$ cat config.mk
export PLATFORM = sky130hd
export DESIGN_NAME = input_ram_arbiter
export DESIGN_NICKNAME = d
export VERILOG_FILES = /design/src/rtl/input_ram_arbiter.sv
export SDC_FILE = /design/constraint.sdc
export NUM_CORES = 1
export LEC_CHECK = 0
export CAP_MARGIN = 20
export CORE_ASPECT_RATIO = 1.25
export CORE_MARGIN = 2
export CORE_UTILIZATION = 22
export DETAILED_ROUTE_END_ITERATION = 12
export PLACE_DENSITY = 0.92
export SKIP_CTS_REPAIR_TIMING = 1
export SYNTH_ARGS = -nofsm -noshare
export SYNTH_HDL_FRONTEND = slang
export SYNTH_SLANG_ARGS = --single-unit
export TNS_END_PERCENT = 1
$ cat constraint.sdc
create_clock -name clk -period 1.73 [get_ports clk]
set_input_delay 0.173 -clock clk [delete_from_list [all_inputs] [get_ports clk]]
set_output_delay 0.173 -clock clk [all_outputs]
set_load 0.01 [all_outputs]
$ cat src/rtl/input_ram_arbiter.sv
// Round-robin arbiter sharing the single-port input-matrix RAM between the host loader (H)
// and the accelerator controller (A). The burst-cap starvation guard is enabled by ARB_STARVE_GUARD_EN.
module input_ram_arbiter #(
  parameter int ADDR_W    = 10,
  parameter int DATA_W    = 16,
  parameter int MAX_BURST = 16,
  parameter int RD_LAT    = 1
) (
  input  logic              clk,
  input  logic              reset,
  input  logic              h_req,
  input  logic              h_we,
  input  logic [ADDR_W-1:0] h_addr,
  input  logic [DATA_W-1:0] h_wdata,
  input  logic              a_req,
  input  logic              a_we,
  input  logic [ADDR_W-1:0] a_addr,
  input  logic [DATA_W-1:0] a_wdata,
  input  logic              a_lock,
  output logic              h_gnt,
  output logic              a_gnt,
  output logic              h_rvalid,
  output logic              a_rvalid,
  output logic [DATA_W-1:0] h_rdata,
  output logic [DATA_W-1:0] a_rdata,
  output logic              ram_en,
  output logic              ram_we,
  output logic [ADDR_W-1:0] ram_addr,
  output logic [DATA_W-1:0] ram_wdata,
  input  logic [DATA_W-1:0] ram_rdata,
  output logic              arb_busy
);

  typedef enum logic [1:0] {
    IDLE  = 2'd0,
    OWN_H = 2'd1,
    OWN_A = 2'd2
  } state_t;

  state_t            state;
  logic              last_owner;  // 1 = A owned the RAM most recently
  logic              force_h;
  logic              force_a;
  logic              leave_h;
  logic              leave_a;
  logic [RD_LAT-1:0] tag_vld_p;
  logic [RD_LAT-1:0] tag_port_p;  // 1 = read issued by A

  // Ownership decides the grant within the same cycle the request is seen
  assign h_gnt  = (state == OWN_H) && h_req;
  assign a_gnt  = (state == OWN_A) && a_req;
  assign ram_en = h_gnt | a_gnt;
  assign ram_we = (h_gnt & h_we) | (a_gnt & a_we);

  always_comb begin
    ram_addr  = '0;
    ram_wdata = '0;
    if (state == OWN_H) begin
      ram_addr  = h_addr;
      ram_wdata = h_wdata;
    end else if (state == OWN_A) begin
      ram_addr  = a_addr;
      ram_wdata = a_wdata;
    end
  end

`ifdef ARB_STARVE_GUARD_EN
  localparam int CNT_W = $clog2(MAX_BURST) + 1;

  logic [CNT_W-1:0] burst_cnt;
  logic             at_cap;

  function automatic logic [CNT_W-1:0] sat_inc(input logic [CNT_W-1:0] v);
    return (v >= CNT_W'(MAX_BURST)) ? v : v + CNT_W'(1);
  endfunction

  // The current accept is the MAX_BURST-th of this ownership, so hand over at this edge
  assign at_cap  = (burst_cnt >= CNT_W'(MAX_BURST - 1));
  assign force_h = h_gnt && at_cap && a_req;
  assign force_a = a_gnt && at_cap && h_req && !a_lock;

  always_ff @(posedge clk or negedge reset) begin
    if (!reset) begin
      burst_cnt <= '0;
    end else if (((state == OWN_H) && leave_h) || ((state == OWN_A) && leave_a)) begin
      burst_cnt <= '0;
    end else if (ram_en) begin
      burst_cnt <= sat_inc(burst_cnt);
    end
  end
`else
  logic unused_lock;

  assign unused_lock = a_lock;
  assign force_h     = 1'b0;
  assign force_a     = 1'b0;
`endif

  assign leave_h = !h_req || force_h;
  assign leave_a = !a_req || force_a;

  always_ff @(posedge clk or negedge reset) begin
    if (!reset) begin
      state      <= IDLE;
      last_owner <= 1'b1;
    end else begin
      unique case (state)
        IDLE: begin
          if (h_req || a_req)
            state <= (h_req && (!a_req || last_owner)) ? OWN_H : OWN_A;
        end
        OWN_H: begin
          if (leave_h) begin
            state      <= a_req ? OWN_A : IDLE;
            last_owner <= 1'b0;
          end
        end
        OWN_A: begin
          if (leave_a) begin
            state      <= h_req ? OWN_H : IDLE;
            last_owner <= 1'b1;
          end
        end
        default: state <= IDLE;
      endcase
    end
  end

  // Read tag pipeline: stage 0 captures accepted reads, stage RD_LAT-1 lines up with ram_rdata
  always_ff @(posedge clk or negedge reset) begin
    if (!reset) begin
      tag_vld_p  <= '0;
      tag_port_p <= '0;
    end else begin
      tag_vld_p[0]  <= ram_en & ~ram_we;
      tag_port_p[0] <= a_gnt;
      for (int i = 1; i < RD_LAT; i++) begin
        tag_vld_p[i]  <= tag_vld_p[i-1];
        tag_port_p[i] <= tag_port_p[i-1];
      end
    end
  end

  assign h_rvalid = tag_vld_p[RD_LAT-1] & ~tag_port_p[RD_LAT-1];
  assign a_rvalid = tag_vld_p[RD_LAT-1] &  tag_port_p[RD_LAT-1];
  assign h_rdata  = ram_rdata;
  assign a_rdata  = ram_rdata;
  assign arb_busy = (state != IDLE) || (|tag_vld_p);

endmodule

==> impl.org, run 1 <==
** Floorplanning
- Vert. Die Dim :: 70.8 um
- Horizontal die dimension :: 57.5 um
- In this run the count of I/O pins placed on the die edge is 140.
- Die Footprint :: 0.00407 mm2
- Area of the core :: 0.00345 mm2
- Placement row count :: 24
- Initial Utilization :: 0.228

** Place
- At the end of routability-driven placement, the weighted congestion stood at 0.717.
- Counting tap cells, the placed design contains a total of 191 instances.
- Input and output buffers added on the ports amount to 90.
- In this run the cell area measured after placement is 0.00150 mm2.
- After legalization and detailed placement, the total HPWL measured 2360 um.

** Critical path
- Endpoint required time on the critical path :: 1.56 ns
- Worst reg2reg path endpoint :: tag_vld_p
- Setup slack on the worst flop-to-flop path :: 0.66 ns
- Along the worst path, the maximum fanout reaches 9.
- Class of the most critical setup path :: flop to output port
- Worst reg2reg startpoint :: state[1]
- The number of cells on the worst reg-to-reg path is 4.
- STA puts the critical path data arrival time at 1.70 ns.
- Launching element type of the critical path :: flop
- STA classifies the critical path endpoint as an output port.

** STA
- Fmax :: 0.535 GHz
- Hold timing on the final database bottoms out at a slack of 0.176 ns.
- Setup repair after global routing could not meet its margin everywhere.
- In the finished design, the share of the clock period the worst path needs comes to 1.08.
- Number of hold violations in the final report :: 0
- Setup violations remaining at the end of the flow were counted as 19.
- Final Max Slew Viols :: 0
- Headroom to the max-slew limit came out at 0.848.
- The routed design could run at a clock period as short as 1.87 ns.
- Minimum setup slack in the final design :: -0.138 ns
- Clk_skew :: 0.00126 ns
- Transition at the pin with the smallest max-transition slack :: 0.227 ns

** Pwr
- Ratio of total power to cell area :: 816 mW/mm2
- Of the total power, combinational logic draws 0.696.
- PnR Total Power :: 1.31 mW
- The share of total power dissipated in sequential elements is 0.142.
- VDD sags by at most 0.602 mV.
- Internal power comes to 0.885 mW.
- Clock network power share :: 0.162
- The analysis attributes to net switching a power of 0.423 mW.
- The analysis attributes to cell leakage a power of 0.814 nW.
- Proportion of total power due to net switching :: 0.323

** Drt
- After detailed routing, the number of remaining DRC violations is 0.
- Overall routed net length :: 2860 um
- In the final routed layout, each cell accounts on average for 14.6 um.
- In the routed layout, each cell is associated on average with a via count of 4.60.
- Detailed routing inserted a total of 902 vias.
- Once detail routing completed, the nets flagged for antenna violations numbered 0.
- After the first detailed-routing iteration, the DRC count stood at 17.
- Number of optimization iterations in the first detailed-route pass :: 2

** Synthesis
- In this run, synthesis produced a sequential element count of 5.
- The average instance in the mapped netlist occupies 8.54 um2.
- After technology mapping, the gate count stands at 92.
- Summing every instance area after synthesis gives 786 um2.
- Fraction of post-synthesis cell area in the top cell type by area :: 0.325
- Fraction of synthesis flops using an asynchronous set or reset pin :: 1.00
- Unique cell type count in the Yosys netlist :: 18
- Counting flops with a built-in enable in the synthesized netlist gives 0.
- Synth warn :: 0
- Summed over all instances, the cell type with the most area after synthesis is sky130_fd_sc_hd__buf_4.
- Part of the Yosys area used for sequential elements :: 0.161
- The most common cell in the synthesized netlist is sky130_fd_sc_hd__buf_4.
- Top post-synthesis cells by count :: sky130_fd_sc_hd__buf_4, sky130_fd_sc_hd__a22o_1, sky130_fd_sc_hd__dfrtp_1, sky130_fd_sc_hd__nor2b_1
- Post-synthesis net count :: 167
- Ranking of synthesized cells by area :: sky130_fd_sc_hd__buf_4, sky130_fd_sc_hd__a22o_1, sky130_fd_sc_hd__dfrtp_1
- Among all flip-flop cells after synthesis, the most frequent one is sky130_fd_sc_hd__dfrtp_1.

** GRT
- Wire length of the first global-routing pass :: 4200 um
- The number of antenna violations at the first check in global routing was 0.
- The via count of the first global-routing pass is 914.
- For this run, the total global-route usage over all layers was measured as 0.133.
- Global routing finished with a remaining overflow of 0.
- Entering global routing, the biggest net connects 21 pins.

** Worst hold path
- Class of the worst hold path :: input pin to asynchronous set/reset pin

** Finish
- Post-route insts no fill :: 196
- Antenna diode count :: 0
- Total non-filler cell area in the finished layout :: 0.00160 mm2
- Area delta synth->final :: 104%
- Once layout is complete, the utilization of the core stands at 0.464.
- Layout cells sized above 1 :: 0.121
- In the final design database the tool counted 233 nets.

** Clock network
- Total CTS buffers :: 3
- CTS clock-pin slew for the worst setup and hold paths :: 0.03 ns
- Total number of clock tree sinks :: 5
- Counting along the longest clock path gives a buffer depth of 2.
- CTS tree :: yes
- Clock latency on the worst-skew pair, taken at its later pin, is 0.22 ns.
- Clk root buf :: sky130_fd_sc_hd__clkbuf_8
- CTS built an H-tree with a depth of 1.

** Run status
- The run finished, with violations left.
- The final reports fail on setup timing.

** Flow run
- Number of maximum-capacitance violations :: 0
[flip-flops by register name, indices dropped and copies added (netlist names)]
| register | cells |
|---|---|
| tag_port_p | 1 |
| last_owner | 1 |
| tag_vld_p | 1 |
| state | 2 |
[layout make-up]
type	instances	area, um2
fillers	334	1850
repair buffers	99	1010
flip-flops and latches	5	129
multi-input cells	46	362
well taps	39	48.8
inverters	3	11.3
clock buffers	4	45.0
[worst max-delay path, stage by stage, from the launching register on]
cell and delay, ns:
sky130_fd_sc_hd__dfrtp_2 0.39, sky130_fd_sc_hd__nor2b_4 0.19, sky130_fd_sc_hd__buf_4 0.18, sky130_fd_sc_hd__a22o_1 0.17, sky130_fd_sc_hd__clkdlybuf4s50_1 0.54
[power groups by stage]
| stage | Combinational, mW | Sequential [mW] | Clock (mW) |
|---|---|---|---|
| after floorplan | 0.489 | 0.177 | 0 |
| after global placement | 0.887 | 0.177 | 0 |
| after detailed placement | 0.899 | 0.180 | 0 |
| after CTS | 0.905 | 0.179 | 0.218 |
| after global routing | 0.981 | 0.193 | 0.228 |
| final | 0.910 | 0.185 | 0.213 |
[metrics by stage]
stage	worst slack [ns]	setup TNS, ns
floorplan	0.478	0
global placement	0.0460	0
detailed placement	0.0248	0
CTS	-0.221	-5.26
global route	-0.249	-4.00
finish	-0.138	-2.20
[cell families (layout without fill, tap and decap cells)]
group                  count (synthesis)  count (layout)  share of synthesized area
AND/OR/NAND/NOR                       14              14                      0.102
AO/OA/AOI/OAI                         32              32                      0.339
buffers and inverters                 41             106                      0.398
flip-flops                             5               5                      0.161
[metal layers]
metal / vias to the layer above / wire length [um] / GRT usage
met3: 17 / 366 / 0.0402
met5: - / 0 / 0
met1: 391 / 833 / 0.108
met2: 65 / 1520 / 0.260
met4: 0 / 140 / 0.0879
li1: 429 / - / -
[cells in the final DEF, fill, tap and decap left out]
cell,instances
sky130_fd_sc_hd__a22o_1,26
sky130_fd_sc_hd__and2_1,3
sky130_fd_sc_hd__buf_6,1
sky130_fd_sc_hd__nor2_1,2
sky130_fd_sc_hd__or3_1,1
sky130_fd_sc_hd__buf_8,1
sky130_fd_sc_hd__o21ai_0,2
sky130_fd_sc_hd__dfrtp_2,2
sky130_fd_sc_hd__dfstp_2,1
sky130_fd_sc_hd__clkbuf_1,1
sky130_fd_sc_hd__nand2_1,3
sky130_fd_sc_hd__nand2_4,1
sky130_fd_sc_hd__nor2b_1,2
sky130_fd_sc_hd__a32o_1,1
sky130_fd_sc_hd__inv_1,2
sky130_fd_sc_hd__nor2b_4,2
sky130_fd_sc_hd__clkbuf_8,3
sky130_fd_sc_hd__dlymetal6s2s_1,11
sky130_fd_sc_hd__inv_2,1
sky130_fd_sc_hd__clkdlybuf4s50_1,79
sky130_fd_sc_hd__dfrtp_1,2
sky130_fd_sc_hd__buf_4,7
sky130_fd_sc_hd__o22ai_1,3
[worst max-delay path by stage]
stage,start,end,slack (ns)
6_report,state[0],ram_addr[3],-0.14
5_1_grt,state[1],a_gnt,-0.25
4_1_cts,state[0],ram_wdata[10],-0.22
3_5_place_dp,state[1],ram_wdata[10],0.02
3_3_place_gp,state[1],ram_wdata[10],0.05
2_1_floorplan,state[0],ram_addr[4],0.48
Note: power is estimated with default switching activity, not from simulation.
==> run 2, diff against run 1 <==
Settings changed: REMOVE_ABC_BUFFERS set to 1.
==> run 2 against run 1 <==
Effect of this change:
- the run now ends clean
- via count rose by 0.89%
- clock power rose by 5%
- die area unchanged
- maximum frequency grew 18%
- clock skew is essentially flat
- sequential cell count did not move
- combinational power shrank 3.4%
- non-clock buffer count fell by 1
- wire length increased by 8.2%
- critical path type unchanged
- largest cell class unchanged
==> impl.org, run 2 (synthesis results as in run 1) <==
** GRT
- Tot GR Track Use :: 0.146 (+0.0133)
- Number of global-route vias before repair :: 972 (+6.3%)
- Antenna violations before repair :: 0 (unchanged)
- The wire length of the first global-routing pass was 4520 um (+7.7%).
- The pin count of the biggest net entering global routing was 27 (+29%).
- Gr ovfl total :: 0 (unchanged)

** Pwr
- Reg power frac :: 0.146 (+0.004)
- The largest voltage drop on the vdd net was 0.466 mV (-23%).
- The power density over the cells came to 781 mW/mm2 (-4.3%).
- Switching pwr :: 0.430 mW (+1.6%)
- The cell-internal power was 0.862 mW (-2.6%).
- The power share of the clock group was 0.174 (+0.012).
- Power share of the combinational group :: 0.680 (-0.016)
- Leakage power :: 1.09 nW (+34%)
- The share of total power consumed by net switching is 0.333 (+0.00930).

** Floorplanning
- The width of the die is 57.5 um (unchanged).
- Die Footprint :: 0.00407 mm2 (unchanged)
- Initial Utilization :: 0.228 (unchanged)
- The count of boundary I/O pins is 140 (unchanged).
- Placement row count :: 24 (unchanged)
- Area of the core :: 0.00345 mm2 (unchanged)
- The vertical die dimension was 70.8 um (unchanged).

** STA
- Number of hold violations in the final report :: 0 (unchanged)
- The final setup TNS is 0 ns (+2.20 ns).
- Minimum period implied by the final worst setup slack :: 1.59 ns (-0.283 ns)
- Total of endpoints with negative setup slack in the final report :: 0 (-19)
- Max-slew headroom at the worst pin :: 0.845 (-0.00376)
- Fmax :: 0.631 GHz (+18%)
- Share of the cycle needed by the critical path after routing :: 0.916 (-0.164)
- The count of pins over their slew limit was 0 (unchanged).
- The final hold slack is 0.171 ns (-0.00471 ns).
- The setup slack after layout came to 0.145 ns (+0.283 ns).
- Setup repair after global routing left no endpoint under its margin.
- The slew at the pin closest to its max-slew limit came to 0.232 ns (+0.00562 ns).
- Clk_skew :: 0.00128 ns (+0.0000220 ns)

** Critical path
- Critical Path End Type :: output port
- The worst setup path is launched from a flop.
- The critical path starts at state[0].
- Worst reg2reg startpoint :: state[1]
- The minimum setup slack among reg-to-reg paths was 0.66 ns (about the same).
- The number of buffers and inverters on the critical path came to 3 (+1).
- Critical path capture point :: ram_we
- The worst register-to-register path ends at tag_vld_p.
- The number of logic stages on the critical path including buffering was 6 (+2).
- Worst-path maximum fanout :: 3 (-6)
- The worst setup path is of the flop to output port kind.
- Cell at the slowest stage of the critical path :: sky130_fd_sc_hd__dfrtp_1
- WP data arrival :: 1.41 ns (-0.29 ns)
- The cell count of the worst reg-to-reg path was 4 (unchanged).
- Traced cell by cell, the critical path runs through nor2b_4, buf_4, nand2_4, inv_2, a32o_1, dlymetal6s2s_1.
- Delay of the slowest cell on the worst path :: 0.42 ns (-0.12 ns)
- Endpoint required time on the critical path :: 1.56 ns (about the same)
- Kind of cell adding the most delay to the critical path :: flip-flops

** Clock network
- The clock latency at the later pin of the worst-skew pair was 0.23 ns (about the same).
- The maximum level of the CTS H-tree was 1 (unchanged).
- Number of buffers between clock root and the deepest sink :: 2 (unchanged)
- CTS clock-pin slew for the worst setup and hold paths :: 0.04 ns (about the same)
- TritonCTS built the clock tree.
- Total number of clock tree sinks :: 5 (unchanged)
- Clock tree synthesis selected as its root buffer the cell sky130_fd_sc_hd__clkbuf_8.
- The number of buffers created by CTS was 3 (unchanged).

** Drt
- The number of iterations in the first detailed-routing pass was 5 (+3).
- Via count of the routed design :: 910 (+0.89%)
- The number of routed nets with antenna violations is 0 (unchanged).
- The number of remaining DRC errors came to 0 (unchanged).
- The final routed wire length divided by cell count was 15.9 um (+8.7%).
- Overall routed net length :: 3090 um (+8.2%)
- The average via count per standard cell came to 4.67 (+1.4%).
- Starting DRT DRC Count :: 14 (-3)

** Place
- Number of input and output port buffers inserted :: 90 (unchanged)
- Final RePlAce weighted congestion :: 0.795 (+11%)
- The total placed cells including tap cells was 191 (unchanged).
- Estimated wirelength of the detail-placed design :: 2590 um (+9.6%)
- The worst slack at placement was -0.0506 ns (-0.0754 ns).

** Finish
- The library cells used most frequently in the layout, excluding fill and tap cells, are sky130_fd_sc_hd__clkdlybuf4s50_1, sky130_fd_sc_hd__dlymetal6s2s_1, sky130_fd_sc_hd__a22o_1.
- The net count of the finished layout is 232 (-0.43%).
- Layout cells sized above 1 :: 0.115 (-0.00563)
- Antenna diode count :: 0 (unchanged)
- The final cell count without fillers came to 195 (-0.51%).
- Max reg flops :: 2 (unchanged)
- Area delta synth->final :: 110%
- Leading cell type in the layout, fill and taps excluded :: sky130_fd_sc_hd__clkdlybuf4s50_1
- Most flops, register :: state

** Flow run
- Number of maximum-capacitance violations :: 0 (unchanged)

** Run status
- Outcome :: finished, final reports clean

** Worst hold path
- The worst hold path belongs to the class input pin to asynchronous set/reset pin.
run 2: cell types whose count changed in the layout (fill, tap and decap cells not counted), sizes merged:
cell / before / now
clkdlybuf4s50: 79 / 59
dlymetal6s2s: 11 / 30
run 2: power groups by stage:
stage,combinational [mW],sequential (mW),clock (mW)
2_1_floorplan,0.350,0.177,0
3_3_place_gp,0.915,0.180,0
3_5_place_dp,0.929,0.184,0
4_1_cts,0.931,0.182,0.231
5_1_grt,0.947,0.194,0.239
6_report,0.879,0.189,0.224
run 2: cell type report:
| class | count | area, um2 |
|---|---|---|
| Timing Repair Buffer | 98 | 1060 |
| Clock buffer | 4 | 45.0 |
| Multi-Input combinational cell | 46 | 362 |
| Tap cell | 39 | 48.8 |
| Fill cell | 310 | 1800 |
| Inverter | 3 | 11.3 |
| Sequential cell | 5 | 128 |
run 2: how the worst min path moves through the flow:
stage             startpoint           to  slack [ns]  depth (start not counted)
2_1_floorplan          reset     state[0]       -0.12                          0
3_3_place_gp   ram_rdata[12]  h_rdata[12]        0.35                          0
3_5_place_dp   ram_rdata[12]  h_rdata[12]        0.35                          0
4_1_cts                reset    tag_vld_p        0.17                          1
5_1_grt                reset     state[0]        0.19                          1
6_report               reset     state[0]        0.17                          1
run 2: worst reg2reg max path, delay by kind of cell, from the launching register on:
family / cells / cell delay, ns
DFF: 1 / 0.43
and+or+nand+nor: 2 / 0.28
AOI/OAI and AO/OA: 1 / 0.15
buffers and inverters: 1 / 0.13
run 2: metal layers:
layer  global-route usage  part of all wire  vias up
met5               0.0519                 0        -
met2                0.199              0.42       94
met4               0.0465            0.0087        0
li1                     -                 -      427
met3                0.112              0.18        2
met1                0.171              0.39      387
run 2: per-stage QoR:
stage	total power [mW]	area, um2	utilization
final	1.29	1650	0.479
after detailed placement	1.11	1520	0.441
after global placement	1.09	1520	0.441
after global routing	1.38	1650	0.479
after CTS	1.34	1570	0.454
after floorplan	0.527	484	-
==> run 3, diff against run 2 <==
Settings changed: REMOVE_ABC_BUFFERS 1 to not set.
==> results of run 3 <==
No change in the layout: final DEF, timing and power equal those of run 1.
